$ cat config.mk
export PLATFORM = sky130hd
export DESIGN_NAME = spi_input_conditioner
export DESIGN_NICKNAME = d
export VERILOG_FILES = /design/src/rtl/spi_input_conditioner.sv
export SDC_FILE = /design/constraint.sdc
export NUM_CORES = 1
export LEC_CHECK = 0
export CORE_MARGIN = 5
export CORE_UTILIZATION = 53
export DETAILED_ROUTE_END_ITERATION = 8
export GPL_ROUTABILITY_DRIVEN = 0
export MAX_ROUTING_LAYER = met4
export PLACE_DENSITY = 0.79
export SLEW_MARGIN = 15
export SYNTH_ARGS = -nofsm -noshare
export SYNTH_HDL_FRONTEND = slang
export SYNTH_SLANG_ARGS = --single-unit
$ cat constraint.sdc
create_clock -name clk -period 2.6 [get_ports clk]
set_clock_uncertainty 0.2 [all_clocks]
set_input_delay 0.78 -clock clk [delete_from_list [all_inputs] [get_ports clk]]
set_output_delay 0.78 -clock clk [all_outputs]
set_load 0.005 [all_outputs]
$ cat src/rtl/spi_input_conditioner.sv
// Input conditioner for the SPI memory block: two-flop synchronisers plus a
// debounce counter per pin, with registered edge pulses on accepted changes.

module spi_cond_channel #(
    parameter int   COUNTER_WIDTH = 3,
    parameter int   WAIT_TIME     = 3,
    parameter logic IDLE          = 1'b0
) (
    input  logic clk,
    input  logic reset,
    input  logic i_pin,
    output logic o_cond,
    output logic o_rise,
    output logic o_fall
);

    localparam logic [COUNTER_WIDTH-1:0] WAIT_C = COUNTER_WIDTH'(WAIT_TIME);

    logic                     r_sync0;
    logic                     r_sync1;
    logic [COUNTER_WIDTH-1:0] r_cnt;
    logic                     r_cond;
    logic                     r_rise;
    logic                     r_fall;

    always_ff @(posedge clk) begin
        if (reset) begin
            r_sync0 <= IDLE;
            r_sync1 <= IDLE;
            r_cnt   <= '0;
            r_cond  <= IDLE;
            r_rise  <= 1'b0;
            r_fall  <= 1'b0;
        end else begin
            r_sync0 <= i_pin;
            r_sync1 <= r_sync0;
            r_rise  <= 1'b0;
            r_fall  <= 1'b0;
            if (r_sync1 == r_cond) begin
                r_cnt <= '0;
            end else if (r_cnt == WAIT_C) begin
                // Level held long enough: accept it and flag the direction.
                r_cond <= r_sync1;
                r_cnt  <= '0;
                r_rise <= r_sync1;
                r_fall <= ~r_sync1;
            end else begin
                r_cnt <= r_cnt + COUNTER_WIDTH'(1);
            end
        end
    end

    assign o_cond = r_cond;
    assign o_rise = r_rise;
    assign o_fall = r_fall;

endmodule

module spi_input_conditioner #(
    parameter int COUNTER_WIDTH = 3,
    parameter int WAIT_TIME     = 3
) (
    input  logic clk,
    input  logic reset,
    input  logic sclk_in,
    input  logic cs_in,
    input  logic mosi_in,
    output logic sclk_cond,
    output logic sclk_posedge,
    output logic sclk_negedge,
    output logic cs_cond,
    output logic cs_fall,
    output logic cs_rise,
    output logic mosi_cond
);

    logic w_cs_rise;
    logic w_cs_fall;
    logic w_mosi_rise;
    logic w_mosi_fall;

    spi_cond_channel #(
        .COUNTER_WIDTH(COUNTER_WIDTH),
        .WAIT_TIME    (WAIT_TIME),
        .IDLE         (1'b0)
    ) u_sclk (
        .clk   (clk),
        .reset (reset),
        .i_pin (sclk_in),
        .o_cond(sclk_cond),
        .o_rise(sclk_posedge),
        .o_fall(sclk_negedge)
    );

    // Chip select idles high (deasserted).
    spi_cond_channel #(
        .COUNTER_WIDTH(COUNTER_WIDTH),
        .WAIT_TIME    (WAIT_TIME),
        .IDLE         (1'b1)
    ) u_cs (
        .clk   (clk),
        .reset (reset),
        .i_pin (cs_in),
        .o_cond(cs_cond),
        .o_rise(w_cs_rise),
        .o_fall(w_cs_fall)
    );

    spi_cond_channel #(
        .COUNTER_WIDTH(COUNTER_WIDTH),
        .WAIT_TIME    (WAIT_TIME),
        .IDLE         (1'b0)
    ) u_mosi (
        .clk   (clk),
        .reset (reset),
        .i_pin (mosi_in),
        .o_cond(mosi_cond),
        .o_rise(w_mosi_rise),
        .o_fall(w_mosi_fall)
    );

    assign cs_rise = w_cs_rise;
    assign cs_fall = w_cs_fall;

    logic w_unused;
    assign w_unused = w_mosi_rise ^ w_mosi_fall;

endmodule

==> flow_metrics.env <==
export IMPL_rsz0062_at_grt="no"
export IMPL_dieArea_um2=2360
export IMPL_row_count=14
export IMPL_die_w_um=48.5
export IMPL_timing_rr_end="u_cs.o_cond$_SDFFE_PP1P_"
export IMPL_grt_start_max_net_pins=14
export IMPL_dieHeight_um=48.5
export IMPL_power_total_uw=624
export IMPL_ctsHoldBuffers=0
export IMPL_crit_chain="clkdlybuf4s50_1"
export IMPL_globalRouteOverflowTotal=0
export IMPL_end_kind="output port"
export IMPL_syn_inst=61
export IMPL_vias=472
export IMPL_cts_setup_buffers=0
export IMPL_clockBufferDepth=2
export IMPL_vias_per_cell=5.13
export IMPL_maxCapViolations=0
export IMPL_grt_pass1_wl_um=1910
export IMPL_n_fill_cell=115
export IMPL_cp_arrival_ns=1.24
export IMPL_drt_iter0_drc=0
export IMPL_slowest_delay_ns=0.53
export IMPL_synth_nets=72
export IMPL_finish_utilization_pct=66.4
export IMPL_status="complete, no violations"
export IMPL_ios=12
export IMPL_top_regs="u_cs.r_cnt (3), u_mosi.r_cnt (3), u_sclk.r_cnt (3)"
export IMPL_dp_hpwl_um=764
export IMPL_critical_path_top_delay_family="buffers and inverters"
export IMPL_syn_to_final_growth_pct=22.7
export IMPL_hp_class="flop to flop"
export IMPL_leakagePower_uw=0.000366
export IMPL_finalHoldViolations=0
export IMPL_synth_seq_cells=22
export IMPL_whs_ns=0.236
export IMPL_worstSetupStartpointType="flop"
export IMPL_syn_avg_cell_area_um2=12.9
export IMPL_cts_buffers=3
export IMPL_crit_start="u_cs.o_cond$_SDFFE_PP1P_"
export IMPL_yosysSeqAreaShare_pct=56.0
export IMPL_ir_drop_v=0.000395
export IMPL_first_pass_iters=1
export IMPL_path_depth=1
export IMPL_yosysWarnings=0
export IMPL_drive_gt1_share_pct=19.7
export IMPL_p_per_area_nw_per_um2=646
export IMPL_wire_per_inst_um=11.0
export IMPL_grt_usage_pct=10.6
export IMPL_place_port_buffers=11
export IMPL_start_util_pct=54.1
export IMPL_diodes=0
export IMPL_cts_resized=0
export IMPL_min_period_ns=2.22
export IMPL_critPathCapture="cs_cond"
export IMPL_worstPathMaxFanout=5
export IMPL_ant_nets=0
export IMPL_relSlewSlack_pct=78.8
export IMPL_clkLatencyLatePin_ns=0.31
export IMPL_slowest_stage="clkdlybuf4s50_1"
export IMPL_dpl_cell_area_um2=913
export IMPL_yosysUniqueCellTypes=15
export IMPL_clockRootBuffer="clkbuf_4"
export IMPL_tritoncts="done"
export IMPL_finalCritPeriodShare_pct=85.4
export IMPL_h_tree_depth=1
export IMPL_r2r_start="u_cs.r_cnt[0]$_SDFF_PP0_"
export IMPL_netlist_area_um2=787
export IMPL_max_freq_mhz=450
export IMPL_reg2reg_depth=3
export IMPL_antenna_found_initial=0
export IMPL_crit_buf_inv=1
export IMPL_clk_pin_slew_ns=0.13
export IMPL_fin_setup_tns_ns=0
export IMPL_drt_wl_total_um=1020
export IMPL_cts_num_sinks=22
export IMPL_required_ns=1.62
export IMPL_grt_pass1_vias=463
export IMPL_core_um2=1450
export IMPL_drv_slew=0
export IMPL_regToRegSetupSlack_ns=1.20
export IMPL_setup_viol=0
export IMPL_fin_nets=88
export IMPL_drc_errors=0
export IMPL_crit_type="flop to output port"
export IMPL_post_route_cell_area_um2=966
export IMPL_worst_slew_pin_slew_ns=0.316
-- per-layer routing --
layer | global-route usage, % | vias up | share of wire [%]
met5 | - | - | 0
met4 | 6.73 | 0 | 0
met3 | 3.68 | 0 | 4.0
met2 | 14.3 | 5 | 46
met1 | 13.1 | 220 | 50
li1 | - | 247 | -
-- metrics by stage --
stage,setup WS [ns],instances
6_report,0.379,92
5_1_grt,0.306,92
4_1_cts,0.369,92
3_5_place_dp,0.391,88
3_3_place_gp,0.404,88
2_1_floorplan,1.07,61
-- cell families (layout without fill, tap and decap cells) --
family	count (synthesis)	in the layout	synth area share, %
buffers and inverters	5	20	3.82
muxes	2	2	2.54
AOI/OAI and AO/OA	1	1	1.11
and+or+nand+nor	22	22	23.7
DFF	22	22	56.0
adders and majority gates	6	6	9.54
xor gates and xnor gates	3	3	3.34
-- cell type report --
| cell class | instances | area [um^2] | share of cell area [%] |
|---|---|---|---|
| Clock inverter | 1 | 30.0 | 3.11 |
| Clock buffer | 3 | 22.5 | 2.33 |
| Multi-Input combinational cell | 34 | 317 | 32.8 |
| Timing Repair Buffer | 13 | 125 | 13.0 |
| Inverter | 3 | 11.3 | 1.17 |
| Sequential cell | 22 | 440 | 45.6 |
| Tap cell | 16 | 20.0 | 2.07 |
-- synth_stat cells --
cell	instances	share of area [%]
a211o_1	1	1.1
and2b_1	2	1.9
and4bb_2	4	6.4
buf_6	1	1.4
clkbuf_4	1	0.95
dfxtp_1	22	56
ha_1	6	9.5
inv_1	3	1.4
mux2i_1	2	2.5
nor2_1	2	0.95
nor2b_1	3	2.4
nor4_1	6	4.8
nor4b_2	3	5.7
or2_2	2	1.6
xnor2_1	3	3.3
-- cells in the final DEF, fill, tap and decap left out --
master           count
nor4b_2              3
dfxtp_1             22
and2b_1              2
clkdlybuf4s50_1     11
inv_1                3
nor2b_1              3
xnor2_1              3
buf_4                2
a211o_1              1
clkbuf_4             3
nor4_1               6
and4bb_2             4
or2_2                2
ha_1                 6
mux2i_1              2
nor2_1               2
bufinv_16            1
-- how the worst min path moves through the flow --
stage	start	to	slack, ns	depth (start not counted)
after floorplan	u_cs.r_sync0$_SDFF_PP1_	u_cs.r_sync1$_SDFF_PP1_	0.19	1
after global placement	u_cs.r_sync0$_SDFF_PP1_	u_cs.r_sync1$_SDFF_PP1_	0.21	1
after detailed placement	u_cs.r_sync0$_SDFF_PP1_	u_cs.r_sync1$_SDFF_PP1_	0.19	1
after CTS	u_cs.r_sync0$_SDFF_PP1_	u_cs.r_sync1$_SDFF_PP1_	0.24	1
after global routing	u_sclk.r_cnt[0]$_SDFF_PP0_	u_sclk.r_cnt[0]$_SDFF_PP0_	0.27	1
final	u_sclk.r_cnt[0]$_SDFF_PP0_	u_sclk.r_cnt[0]$_SDFF_PP0_	0.24	1
-- power breakdown --
group	leakage, uW	switching (uW)	internal (uW)
Combinational	0.000159	8.31	13.2
Sequential	0.000179	2.78	343
Clock	0.0000279	101	156
Total	0.000366	112	512
-- worst reg2reg max path: stages (launching register included) --
cell and delay (ns):
dfxtp_1 0.33, ha_1 0.19, ha_1 0.27, a211o_1 0.31
(Power assumes the default switching activity.)
